File: src/rtl/irq_controller_if.sv
// CSR-file and timer-bus signal bundle for irq_controller.
// The master side is the CSR file / core and the slave side is the interrupt controller.
interface irq_controller_if;
  logic        mstatus_mie;
  logic        mie_meie;
  logic        mie_mtie;
  logic        epc_taken;
  logic        is_mret;
  logic        tmr_wr;
  logic [1:0]  tmr_addr;
  logic [31:0] tmr_wdata;
  logic [31:0] tmr_rdata;
  logic [1:0]  interrupt;
  logic [31:0] mip;
  logic        in_handler;

  modport master (
    output mstatus_mie, mie_meie, mie_mtie, epc_taken, is_mret,
    output tmr_wr, tmr_addr, tmr_wdata,
    input  tmr_rdata, interrupt, mip, in_handler
  );

  modport slave (
    input  mstatus_mie, mie_meie, mie_mtie, epc_taken, is_mret,
    input  tmr_wr, tmr_addr, tmr_wdata,
    output tmr_rdata, interrupt, mip, in_handler
  );
endinterface

File: src/rtl/irq_controller.sv
// Machine-level interrupt source: synchronized external line plus optional mtime/mtimecmp timer,
// gated by the CSR enables. The timer is built only when IRQ_TIMER_EN is defined.
module irq_controller #(
  parameter logic [1:0] TMR_BASE = 2'b00
) (
  input  logic            clk,
  input  logic            reset,
  input  logic            ext_irq,
  irq_controller_if.slave bus
);

  typedef enum logic [1:0] {
    ST_IDLE    = 2'd0,
    ST_REQ     = 2'd1,
    ST_SERVICE = 2'd2
  } state_t;

  state_t      state_r, state_s;
  logic [1:0]  interrupt_r, interrupt_s;
  logic        in_handler_r, in_handler_s;
  logic        ext_clr_s;
  logic [1:0]  sync_r;
  logic        ext_prev_r;
  logic        ext_edge_s;
  logic        ext_pending_r;
  logic        timer_pending_s;
  logic        ext_ok_s;
  logic        tmr_ok_s;
  logic        ack_s;

  // Two-flop synchronizer plus a delayed copy for rising-edge detection
  always_ff @(posedge clk) begin
    if (reset) begin
      sync_r     <= 2'b00;
      ext_prev_r <= 1'b0;
    end else begin
      sync_r     <= {sync_r[0], ext_irq};
      ext_prev_r <= sync_r[1];
    end
  end

  assign ext_edge_s = sync_r[1] & ~ext_prev_r;

  // Pending flag: a fresh edge beats a simultaneous acceptance
  always_ff @(posedge clk) begin
    if (reset) begin
      ext_pending_r <= 1'b0;
    end else if (ext_edge_s) begin
      ext_pending_r <= 1'b1;
    end else if (ext_clr_s) begin
      ext_pending_r <= 1'b0;
    end else begin
      ext_pending_r <= ext_pending_r;
    end
  end

`ifdef IRQ_TIMER_EN
  logic [63:0] mtime_r;
  logic [63:0] mtimecmp_r;
  logic [1:0]  tmr_sel_s;

  assign tmr_sel_s = bus.tmr_addr - TMR_BASE;

  // Free-running counter; a write to either half replaces it and skips that cycle's increment
  always_ff @(posedge clk) begin
    if (reset) begin
      mtime_r <= 64'd0;
    end else if (bus.tmr_wr && (tmr_sel_s == 2'd2)) begin
      mtime_r <= {mtime_r[63:32], bus.tmr_wdata};
    end else if (bus.tmr_wr && (tmr_sel_s == 2'd3)) begin
      mtime_r <= {bus.tmr_wdata, mtime_r[31:0]};
    end else begin
      mtime_r <= mtime_r + 64'd1;
    end
  end

  // Compare register resets to all-ones so nothing fires before software programs it
  always_ff @(posedge clk) begin
    if (reset) begin
      mtimecmp_r <= 64'hFFFF_FFFF_FFFF_FFFF;
    end else if (bus.tmr_wr && (tmr_sel_s == 2'd0)) begin
      mtimecmp_r <= {mtimecmp_r[63:32], bus.tmr_wdata};
    end else if (bus.tmr_wr && (tmr_sel_s == 2'd1)) begin
      mtimecmp_r <= {bus.tmr_wdata, mtimecmp_r[31:0]};
    end else begin
      mtimecmp_r <= mtimecmp_r;
    end
  end

  assign timer_pending_s = (mtime_r >= mtimecmp_r);

  // Combinational register read
  always_comb begin
    bus.tmr_rdata = 32'd0;
    case (tmr_sel_s)
      2'd0:    bus.tmr_rdata = mtimecmp_r[31:0];
      2'd1:    bus.tmr_rdata = mtimecmp_r[63:32];
      2'd2:    bus.tmr_rdata = mtime_r[31:0];
      2'd3:    bus.tmr_rdata = mtime_r[63:32];
      default: bus.tmr_rdata = 32'd0;
    endcase
  end
`else
  logic tmr_unused_s;

  assign tmr_unused_s    = ^{bus.tmr_wr, bus.tmr_addr, bus.tmr_wdata, bus.mie_mtie, TMR_BASE};
  assign timer_pending_s = 1'b0;
  assign bus.tmr_rdata   = 32'd0;
`endif

  assign ext_ok_s = ext_pending_r & bus.mie_meie & bus.mstatus_mie;
`ifdef IRQ_TIMER_EN
  assign tmr_ok_s = timer_pending_s & bus.mie_mtie & bus.mstatus_mie;
`else
  assign tmr_ok_s = 1'b0;
`endif
  assign ack_s    = bus.epc_taken & ~bus.is_mret;

  // State and registered request outputs
  always_ff @(posedge clk) begin
    if (reset) begin
      state_r      <= ST_IDLE;
      interrupt_r  <= 2'b00;
      in_handler_r <= 1'b0;
    end else begin
      state_r      <= state_s;
      interrupt_r  <= interrupt_s;
      in_handler_r <= in_handler_s;
    end
  end

  // Next-state logic: request is frozen in REQ until the trap is taken
  always_comb begin
    state_s      = state_r;
    interrupt_s  = interrupt_r;
    in_handler_s = in_handler_r;
    ext_clr_s    = 1'b0;
    case (state_r)
      ST_IDLE: begin
        if (ext_ok_s) begin
          interrupt_s = 2'b01;
          state_s     = ST_REQ;
        end else if (tmr_ok_s) begin
          interrupt_s = 2'b10;
          state_s     = ST_REQ;
        end else begin
          interrupt_s = 2'b00;
        end
      end
      ST_REQ: begin
        if (ack_s) begin
          interrupt_s  = 2'b00;
          ext_clr_s    = (interrupt_r == 2'b01);
          in_handler_s = 1'b1;
          state_s      = ST_SERVICE;
        end else begin
          interrupt_s = interrupt_r;
        end
      end
      ST_SERVICE: begin
        if (bus.is_mret) begin
          in_handler_s = 1'b0;
          state_s      = ST_IDLE;
        end else begin
          in_handler_s = 1'b1;
        end
      end
      default: begin
        state_s      = ST_IDLE;
        interrupt_s  = 2'b00;
        in_handler_s = 1'b0;
      end
    endcase
  end

  assign bus.interrupt  = interrupt_r;
  assign bus.in_handler = in_handler_r;
  assign bus.mip        = {20'd0, ext_pending_r, 3'd0, timer_pending_s, 7'd0};

endmodule

File: src/flat_wrapper.sv
// flat-port wrapper written by rule: the top's interface ports become plain ports
module irq_controller_flat 
#(
  parameter logic [1:0] TMR_BASE = 2'b00
)
  (clk, reset, ext_irq, bus_mstatus_mie, bus_mie_meie, bus_mie_mtie, bus_epc_taken, bus_is_mret, bus_tmr_wr, bus_tmr_addr, bus_tmr_wdata, bus_tmr_rdata, bus_interrupt, bus_mip, bus_in_handler);
  irq_controller_if bus_i ();
  input  logic clk;
  input  logic reset;
  input  logic ext_irq;
  input wire logic [$bits(bus_i.mstatus_mie)-1:0] bus_mstatus_mie;
  input wire logic [$bits(bus_i.mie_meie)-1:0] bus_mie_meie;
  input wire logic [$bits(bus_i.mie_mtie)-1:0] bus_mie_mtie;
  input wire logic [$bits(bus_i.epc_taken)-1:0] bus_epc_taken;
  input wire logic [$bits(bus_i.is_mret)-1:0] bus_is_mret;
  input wire logic [$bits(bus_i.tmr_wr)-1:0] bus_tmr_wr;
  input wire logic [$bits(bus_i.tmr_addr)-1:0] bus_tmr_addr;
  input wire logic [$bits(bus_i.tmr_wdata)-1:0] bus_tmr_wdata;
  output wire logic [$bits(bus_i.tmr_rdata)-1:0] bus_tmr_rdata;
  output wire logic [$bits(bus_i.interrupt)-1:0] bus_interrupt;
  output wire logic [$bits(bus_i.mip)-1:0] bus_mip;
  output wire logic [$bits(bus_i.in_handler)-1:0] bus_in_handler;
  assign bus_i.mstatus_mie = bus_mstatus_mie;
  assign bus_i.mie_meie = bus_mie_meie;
  assign bus_i.mie_mtie = bus_mie_mtie;
  assign bus_i.epc_taken = bus_epc_taken;
  assign bus_i.is_mret = bus_is_mret;
  assign bus_i.tmr_wr = bus_tmr_wr;
  assign bus_i.tmr_addr = bus_tmr_addr;
  assign bus_i.tmr_wdata = bus_tmr_wdata;
  assign bus_tmr_rdata = bus_i.tmr_rdata;
  assign bus_interrupt = bus_i.interrupt;
  assign bus_mip = bus_i.mip;
  assign bus_in_handler = bus_i.in_handler;
  irq_controller #(.TMR_BASE(TMR_BASE)) u_core (.clk(clk), .reset(reset), .ext_irq(ext_irq), .bus(bus_i));
endmodule
File: config.mk
export PLATFORM = sky130hd
export DESIGN_NAME = irq_controller_flat
export DESIGN_NICKNAME = d
export VERILOG_FILES = /design/src/rtl/irq_controller_if.sv /design/src/rtl/irq_controller.sv /design/src/flat_wrapper.sv
export SDC_FILE = /design/constraint.sdc
export NUM_CORES = 1
export LEC_CHECK = 0
export CORE_AREA = 3 3 59 61
export CTS_BUF_LIST = sky130_fd_sc_hd__clkbuf_8
export CTS_CLUSTER_SIZE = 10
export DETAILED_ROUTE_END_ITERATION = 10
export DIE_AREA = 0 0 62 64
export PLACE_DENSITY_LB_ADDON = 0.2
export SYNTH_ARGS = -nofsm -noshare
export SYNTH_HDL_FRONTEND = slang
export SYNTH_SLANG_ARGS = --single-unit
File: constraint.sdc
create_clock -name clk -period 2.87 [get_ports clk]
set_input_delay 0.287 -clock clk [delete_from_list [all_inputs] [get_ports clk]]
set_output_delay 0.287 -clock clk [all_outputs]
set_load 0.1 [all_outputs]
==> reports/qor.yml, run 1 <==
drv_slew: 0
grt_pass1_wl_um: 1390
end_kind: "flop"
finalCritPeriodShare: 0.467
antenna_found_initial: 0
yosysTopAreaCell: "buf_4"
rsz0062_at_grt: "false"
cts_buffers: 3
synth_edf_count: 0
numPortBuffers: 9
start_util: 0.289
core-area_sq_um: 3030
reg2reg_slack_ps: 1530
synth_area_leaders: "buf_4, dfxtp_1, ha_1"
area_growth_pct: -8.71
drt_iter0_markers: 0
cts_hold_buf: 0
route.met3.wl_um: 170
io_pins: 110
drv_cap: 0
required_ps: 3010
clock.fmax_ghz: 0.745
yosysSeqAreaShare: 0.183
hp-class: "flop to flop"
post-route-util: 0.264
firstDrtPassIters: 1
ys.flop_type: "dfxtp_1"
grt_max_degree: 10
die_x_um: 62
nets: 162
fin_crit_ps: 1340
p_leak_uw: 0.000410
grt_overflow: 0
grt_pass1_vias: 335
clockBufferDepth: 2
cts-resized-gates: 0
synthCells: 105
clkLatencyLatePin_ps: 230
syn_area_per_cell_sq_um: 8.34
finalClockSkew_ps: 1.70
track_usage: 0.0493
place_hpwl_um: 955
synthArstFlopShare: 0
critPathLaunchType: "flop"
synthTopCellsByCount: "buf_4, dfxtp_1, nor2b_1"
route.vias.total: 479
status: "complete, no violations"
postCtsSetupBuffers: 0
synth_area_sq_um: 876
p_per_area_nw_per_um2: 855
cp_max_fo: 4
drive_above_1_share: 0.0789
path_clk_slew_ps: 40
drc: 0
htree_levels: 1
wl_um: 1090
yosysMostFrequentCell: "buf_4"
hold_viol: 0
highest_layer: "met4"
met2_length_um: 509
place_congestion: 0.665
finalSetupTns_ps: 0
yosysUniqueCellTypes: 23
yosys_warnings: 0
wl_per_cell_um: 6.90
fp-row-count: 20
root_buffer: "clkbuf_8"
synth_top_area_share: 0.557
setup_viol: 0
worstSetupPathType: "flop to flop"
vias_per_cell: 3.03
diodes: 0
cts.sinks: 8
die_area_sq_um: 3970
die_h_um: 64
cp.arrival_ps: 1480
ant_nets: 0
cts_tree: "done"
ys_ff_latch: 8
wl_met1_um: 378
irDropWorstVdd_mv: 0.212
[sequential cells by signal (all words and copies together) (netlist names)]
name                   flops
u_core.ext_prev_r          1
u_core.bus.in_handler      1
u_core.state_r             2
u_core.ext_pending_r       1
u_core.bus.interrupt       1
u_core.sync_r              2
[power by group]
| group | internal [uW] | switching [uW] |
|---|---|---|
| sequential | 118 | 3.85 |
| combinational | 29.6 | 396 |
| clock | 90.9 | 45.3 |
[critical path, stage by stage, from the launching register on]
cell      delay [ps]
dfxtp_1          330
inv_1             80
ha_1             210
and2b_4          180
a2111o_1         380
o31ai_1           70
[layout by cell type, fill, tap and decap left out, drive strengths merged]
cell,count
clkdlybuf4s50,6
clkbuf,3
buf,3
o21a,1
conb,64
a211oi,1
nand2,1
a21oi,3
and2b,1
nand4,1
ha,3
inv,3
o31ai,1
nor3,1
dfxtp,8
mux2i,2
a221oi,1
nor2,2
a2111o,1
nor2b,4
nand2b,2
nand3,1
o21ai,1
[worst paths after layout]
| path | startpoint | depth (start not counted) | end |
|---|---|---|---|
| max | u_core.state_r[0] | 5 | u_core.state_r[0] |
| min | u_core.sync_r[0] | 1 | u_core.sync_r[1] |
| max reg2reg | u_core.state_r[0] | 5 | u_core.state_r[0] |
| min reg2reg | u_core.sync_r[0] | 1 | u_core.sync_r[1] |
[stage by stage]
stage / hold slack [ps] / instance area (sq um) / instances / total power [uW] / worst slack, ps
after floorplan: 414 / 1110 / 168 / 600 / 1480
after global placement: 419 / 758 / 155 / 547 / 1350
after detailed placement: 438 / 758 / 155 / 548 / 1340
after CTS: 451 / 800 / 158 / 688 / 1520
after global routing: 473 / 800 / 158 / 713 / 1430
final: 442 / 800 / 158 / 684 / 1530
[final cells by class]
class,count,area [sq um]
Clock buffer,3,41.3
Fill cell,335,2230
Inverter,3,11.3
Multi-Input combinational cell,91,449
Sequential cell,8,160
Tap cell,44,55.1
Timing Repair Buffer,9,82.6
[cells by family after synthesis]
| family | after synthesis | synth area share |
|---|---|---|
| multiplexers | 2 | 0.0229 |
| buffers and inverters | 69 | 0.574 |
| AO/OA/AOI/OAI | 9 | 0.0786 |
| AND/OR/NAND/NOR | 13 | 0.0943 |
| flip-flops | 8 | 0.183 |
| other | 1 | 0.00428 |
| adder cells (fa/ha/maj) | 3 | 0.0429 |
[routing by layer]
metal  vias up  global-route usage
met5         -                   0
met3         3              0.0182
met2        47              0.0738
met1       205              0.0533
met4         0              0.0398
li1        224                   -
(Power assumes the default switching activity.)
==> run 2: changes to the inputs <==
Settings changed: CORE_AREA 3 3 59 61 to 3 3 63 65, DIE_AREA 0 0 62 64 to 0 0 66 68.
Clock period 2.87 ns to 1.39 ns, I/O delays scaled along.
==> run 2 against run 1 <==
  * Core utilization fell by 1.3 points
  * Cell area rose by 6.3%
  * Critical path depth did not move
  * Power rose by 110%
  * Cell count rose by 1.9%
  * Worst hold slack got worse by 3.8 ps
==> reports/qor.yml, run 2 (synthesis results as in run 1) <==
worst-path-buf-inv: 1
postCtsSetupBuffers: 0
top_regs: "u_core.state_r x2, u_core.sync_r x2"
clock.fmax_ghz: 0.764
critPathLaunchType: "flop"
path_clk_slew_ps: 40
htree_levels: 1
cts_buffers: 3
clkLatencyLatePin_ps: 230
cp.arrival_ps: 1450
fin_cells: 161
root_buffer: "clkbuf_8"
nets: 163
die_h_um: 68
p_leak_uw: 0.000422
grt_max_degree: 8
rsz0062_at_grt: "false"
finalCritPeriodShare: 0.942
place_hpwl_um: 990
cpMaxStageDelayCell: "a2111o_1"
cpPeakStageDelay_ps: 380
required_ps: 1530
drive_above_1_share: 0.104
setup_viol: 0
hp-class: "flop to flop"
seq_area_sq_um: 160
wl_per_cell_um: 6.93
drc: 0
cp_max_fo: 4
grt_pass1_wl_um: 1420
cp_top_family: "compound AO/OA/AOI/OAI gates"
drv_cap: 0
fin_crit_ps: 1310
diodes: 0
antenna_found_initial: 0
cts_hold_buf: 0
drt_iter0_markers: 6
grt_overflow: 0
worstSetupPathType: "flop to flop"
end_kind: "flop"
place_congestion: 0.637
finalClockSkew_ps: 5.46
final_common_cell: "conb_1"
multi_input_area_sq_um: 452
grt_pass1_vias: 345
status: "complete, no violations"
cts-resized-gates: 0
core-area_sq_um: 3390
wl_um: 1120
dp.cells: 158
die_x_um: 66
clockBufferDepth: 2
p_per_area_nw_per_um2: 1670
cts_tree: "done"
die_area_sq_um: 4490
fp-row-count: 21
area_growth_pct: -3.00
hold_viol: 0
nFillCells: 371
ant_nets: 0
final_area_sq_um: 850
route.vias.total: 481
io_pins: 110
final_cell_mix: "conb_1, dfxtp_1, clkdlybuf4s50_1"
irDropWorstVdd_mv: 0.546
start_util: 0.258
placed_cell_area_sq_um: 806
totalPowerFinal_uw: 1420
crit_chain: "inv_2 > ha_1 > and2b_4 > a2111o_1 > o31ai_1"
track_usage: 0.0441
numPortBuffers: 9
drv_slew: 0
firstDrtPassIters: 2
cts.sinks: 8
vias_per_cell: 2.99
whs_ps: 439
[run 2: through the flow]
| step | utilization | setup slack [ps] | TNS (ps) |
|---|---|---|---|
| 2_1_floorplan | - | 2.74 | 0 |
| 3_3_place_gp | 0.238 | 16.0 | 0 |
| 3_5_place_dp | 0.238 | -1.56 | -1.56 |
| 4_1_cts | 0.250 | 57.1 | 0 |
| 5_1_grt | 0.251 | 11.9 | 0 |
| 6_report | 0.251 | 80.8 | 0 |
[run 2: path summary, 6_finish.rpt]
check                                       start                end  slack (ps)  depth (start not counted)
worst min-delay path             u_core.sync_r[0]   u_core.sync_r[1]         440                          1
worst max register to register  u_core.state_r[0]  u_core.state_r[0]          80                          5
worst min register to register   u_core.sync_r[0]   u_core.sync_r[1]         440                          1
worst max-delay path            u_core.state_r[0]  u_core.state_r[0]          80                          5
[run 2: layout make-up]
class / instances / share of cell area
Sequential cell: 8 / 0.189
Multi-Input combinational cell: 91 / 0.532
Clock buffer: 3 / 0.0486
Inverter: 3 / 0.0133
Tap cell: 46 / 0.0677
Timing Repair Buffer: 10 / 0.150
[run 2: worst reg2reg max path, stage by stage, from the launching register on]
cell and delay (ps):
dfxtp_1 340, inv_2 60, ha_1 200, and2b_4 180, a2111o_1 380, o31ai_1 70
[run 2: per-layer routing]
layer | track usage | wire [um]
met5 | 0 | 0
met4 | 0.0457 | 0
met3 | 0.0164 | 205
met2 | 0.0713 | 553
met1 | 0.0422 | 356
[run 2: power breakdown]
group / switching [uW] / internal [uW]
clock: 90.5 / 188
combinational: 819 / 69.8
sequential: 8.98 / 243
total: 918 / 501
==> run 3: changes to the inputs <==
Settings changed: CAP_MARGIN set to 10, PLACE_DENSITY set to 0.89, PLACE_DENSITY_LB_ADDON 0.2 to unset.
==> run 3 against run 2 <==
  * Worst hold slack better by 5.8 ps
  * Via count is 0.42% higher
  * Largest power group unchanged
  * Global-route usage is 0.13 points higher
  * Critical path type unchanged
  * Die area stayed put
  * Critical endpoint unchanged
  * Power is 1.4% higher
  * Core utilization is 0.48 points higher
  * Sequential share of layout area is 0.35 points lower
  * Clock power is 1% higher
  * Combinational power is 2% higher
==> reports/qor.yml, run 3 (synthesis results as in run 1) <==
cp.depth: 5
worstSetupPathType: "flop to flop"
finalCritPeriodShare: 0.945
cpPeakStageDelay_ps: 360
p_per_area_nw_per_um2: 1660
whs_ps: 444
cp.arrival_ps: 1460
die_h_um: 68
start_util: 0.258
cts_buffers: 3
io_pins: 110
clockBufferDepth: 2
hold_viol: 0
finalSetupTns_ps: 0
reg2reg_slack_ps: 80
seq_area_sq_um: 160
antenna_found_initial: 0
diodes: 0
clock.fmax_ghz: 0.762
top_regs: "u_core.state_r x2, u_core.sync_r x2"
grt_max_degree: 8
fp-row-count: 21
drt_iter0_markers: 6
place_congestion: 0.770
critPathLaunch: "u_core.state_r[1]"
place_ws_ps: 22.2
combinationalPowerShare: 0.629
cp_top_family: "compound AO/OA/AOI/OAI gates"
clkLatencyLatePin_ps: 230
p_leak_uw: 0.000421
cp_max_fo: 4
drv_cap: 0
area_growth_pct: -1.14
switching_share: 0.646
rsz0062_at_grt: "false"
core-area_sq_um: 3390
path_clk_slew_ps: 40
cts_hold_buf: 0
numPortBuffers: 9
vias_per_cell: 3.00
seq_power_share: 0.176
nets: 163
multi_input_area_sq_um: 468
wl_um: 1180
track_usage: 0.0454
grt_overflow: 0
final_common_cell: "conb_1"
grt_pass1_vias: 349
htree_levels: 1
finalClockSkew_ps: 5.88
ant_nets: 0
switchingPower_uw: 930
cts_tree: "done"
final_cell_mix: "conb_1, dfxtp_1, clkdlybuf4s50_1"
nFillCells: 375
drv_slew: 0
cts.sinks: 8
regToRegEndpoint: "u_core.state_r[0]"
firstDrtPassIters: 4
wl_per_cell_um: 7.34
reg2reg_depth: 5
crit_end: "u_core.state_r[0]"
end_kind: "flop"
crit_chain: "inv_1 > ha_2 > nand4_1 > a2111o_1 > o31ai_1"
die_x_um: 66
drc: 0
worst-path-buf-inv: 1
status: "complete, no violations"
irDropWorstVdd_mv: 0.497
setup_viol: 0
worst_slack_ps: 77.0
grt_pass1_wl_um: 1520
fin_crit_ps: 1310
die_area_sq_um: 4490
drive_above_1_share: 0.113
timing.rr.start: "u_core.state_r[1]"
hp-class: "flop to flop"
internal_power_uw: 509
power_frac_clock: 0.196
place_hpwl_um: 1010
critPathLaunchType: "flop"
cpMaxStageDelayCell: "a2111o_1"
required_ps: 1540
cts-resized-gates: 0
root_buffer: "clkbuf_8"
postCtsSetupBuffers: 0
route.vias.total: 483
fin_cells: 161
dp.cells: 158
run 3: changes by cell type in the layout (fill, tap and decap cells not counted):
cell and delta:
inv_2 -1, a221oi_2 -1, ha_1 -2, inv_1 +1
a221oi_4 +1, ha_2 +2
run 3: layer usage:
metal / track usage / routed length [um] / up-vias / part of all wire
met4: 0.0381 / 31 / 0 / 0.026
met5: 0 / 0 / - / 0
li1: - / - / 226 / -
met2: 0.0851 / 595 / 45 / 0.50
met1: 0.0400 / 359 / 207 / 0.30
met3: 0.0131 / 195 / 5 / 0.16
run 3: how the worst min path moves through the flow:
stage,start,end,cells past startpoint
6_report,u_core.sync_r[0],u_core.sync_r[1],1
3_3_place_gp,u_core.sync_r[0],u_core.sync_r[1],1
5_1_grt,u_core.sync_r[1],u_core.ext_pending_r,2
2_1_floorplan,ext_irq,u_core.sync_r[0],1
3_5_place_dp,u_core.sync_r[0],u_core.sync_r[1],1
4_1_cts,u_core.sync_r[0],u_core.sync_r[1],1
run 3: area by class of cell:
| cell class | count | share of cell area |
|---|---|---|
| Timing Repair Buffer | 10 | 0.147 |
| Sequential cell | 8 | 0.185 |
| Clock buffer | 3 | 0.0477 |
| Tap cell | 46 | 0.0665 |
| Inverter | 3 | 0.0130 |
| Multi-Input combinational cell | 91 | 0.540 |
run 3: stage by stage:
stage	total power [uW]	instance area, sq um	utilization
floorplan	1240	1110	-
global placement	1130	806	0.238
detailed placement	1140	806	0.238
CTS	1430	847	0.250
global route	1480	866	0.255
finish	1440	866	0.255
run 3: power groups by stage:
| stage | logic (uW) | registers [uW] | clock network, uW |
|---|---|---|---|
| after floorplan | 981 | 257 | 0 |
| after global placement | 879 | 256 | 0 |
| after CTS | 886 | 253 | 289 |
| after global routing | 931 | 254 | 293 |
| final | 905 | 253 | 282 |
| after detailed placement | 884 | 257 | 0 |
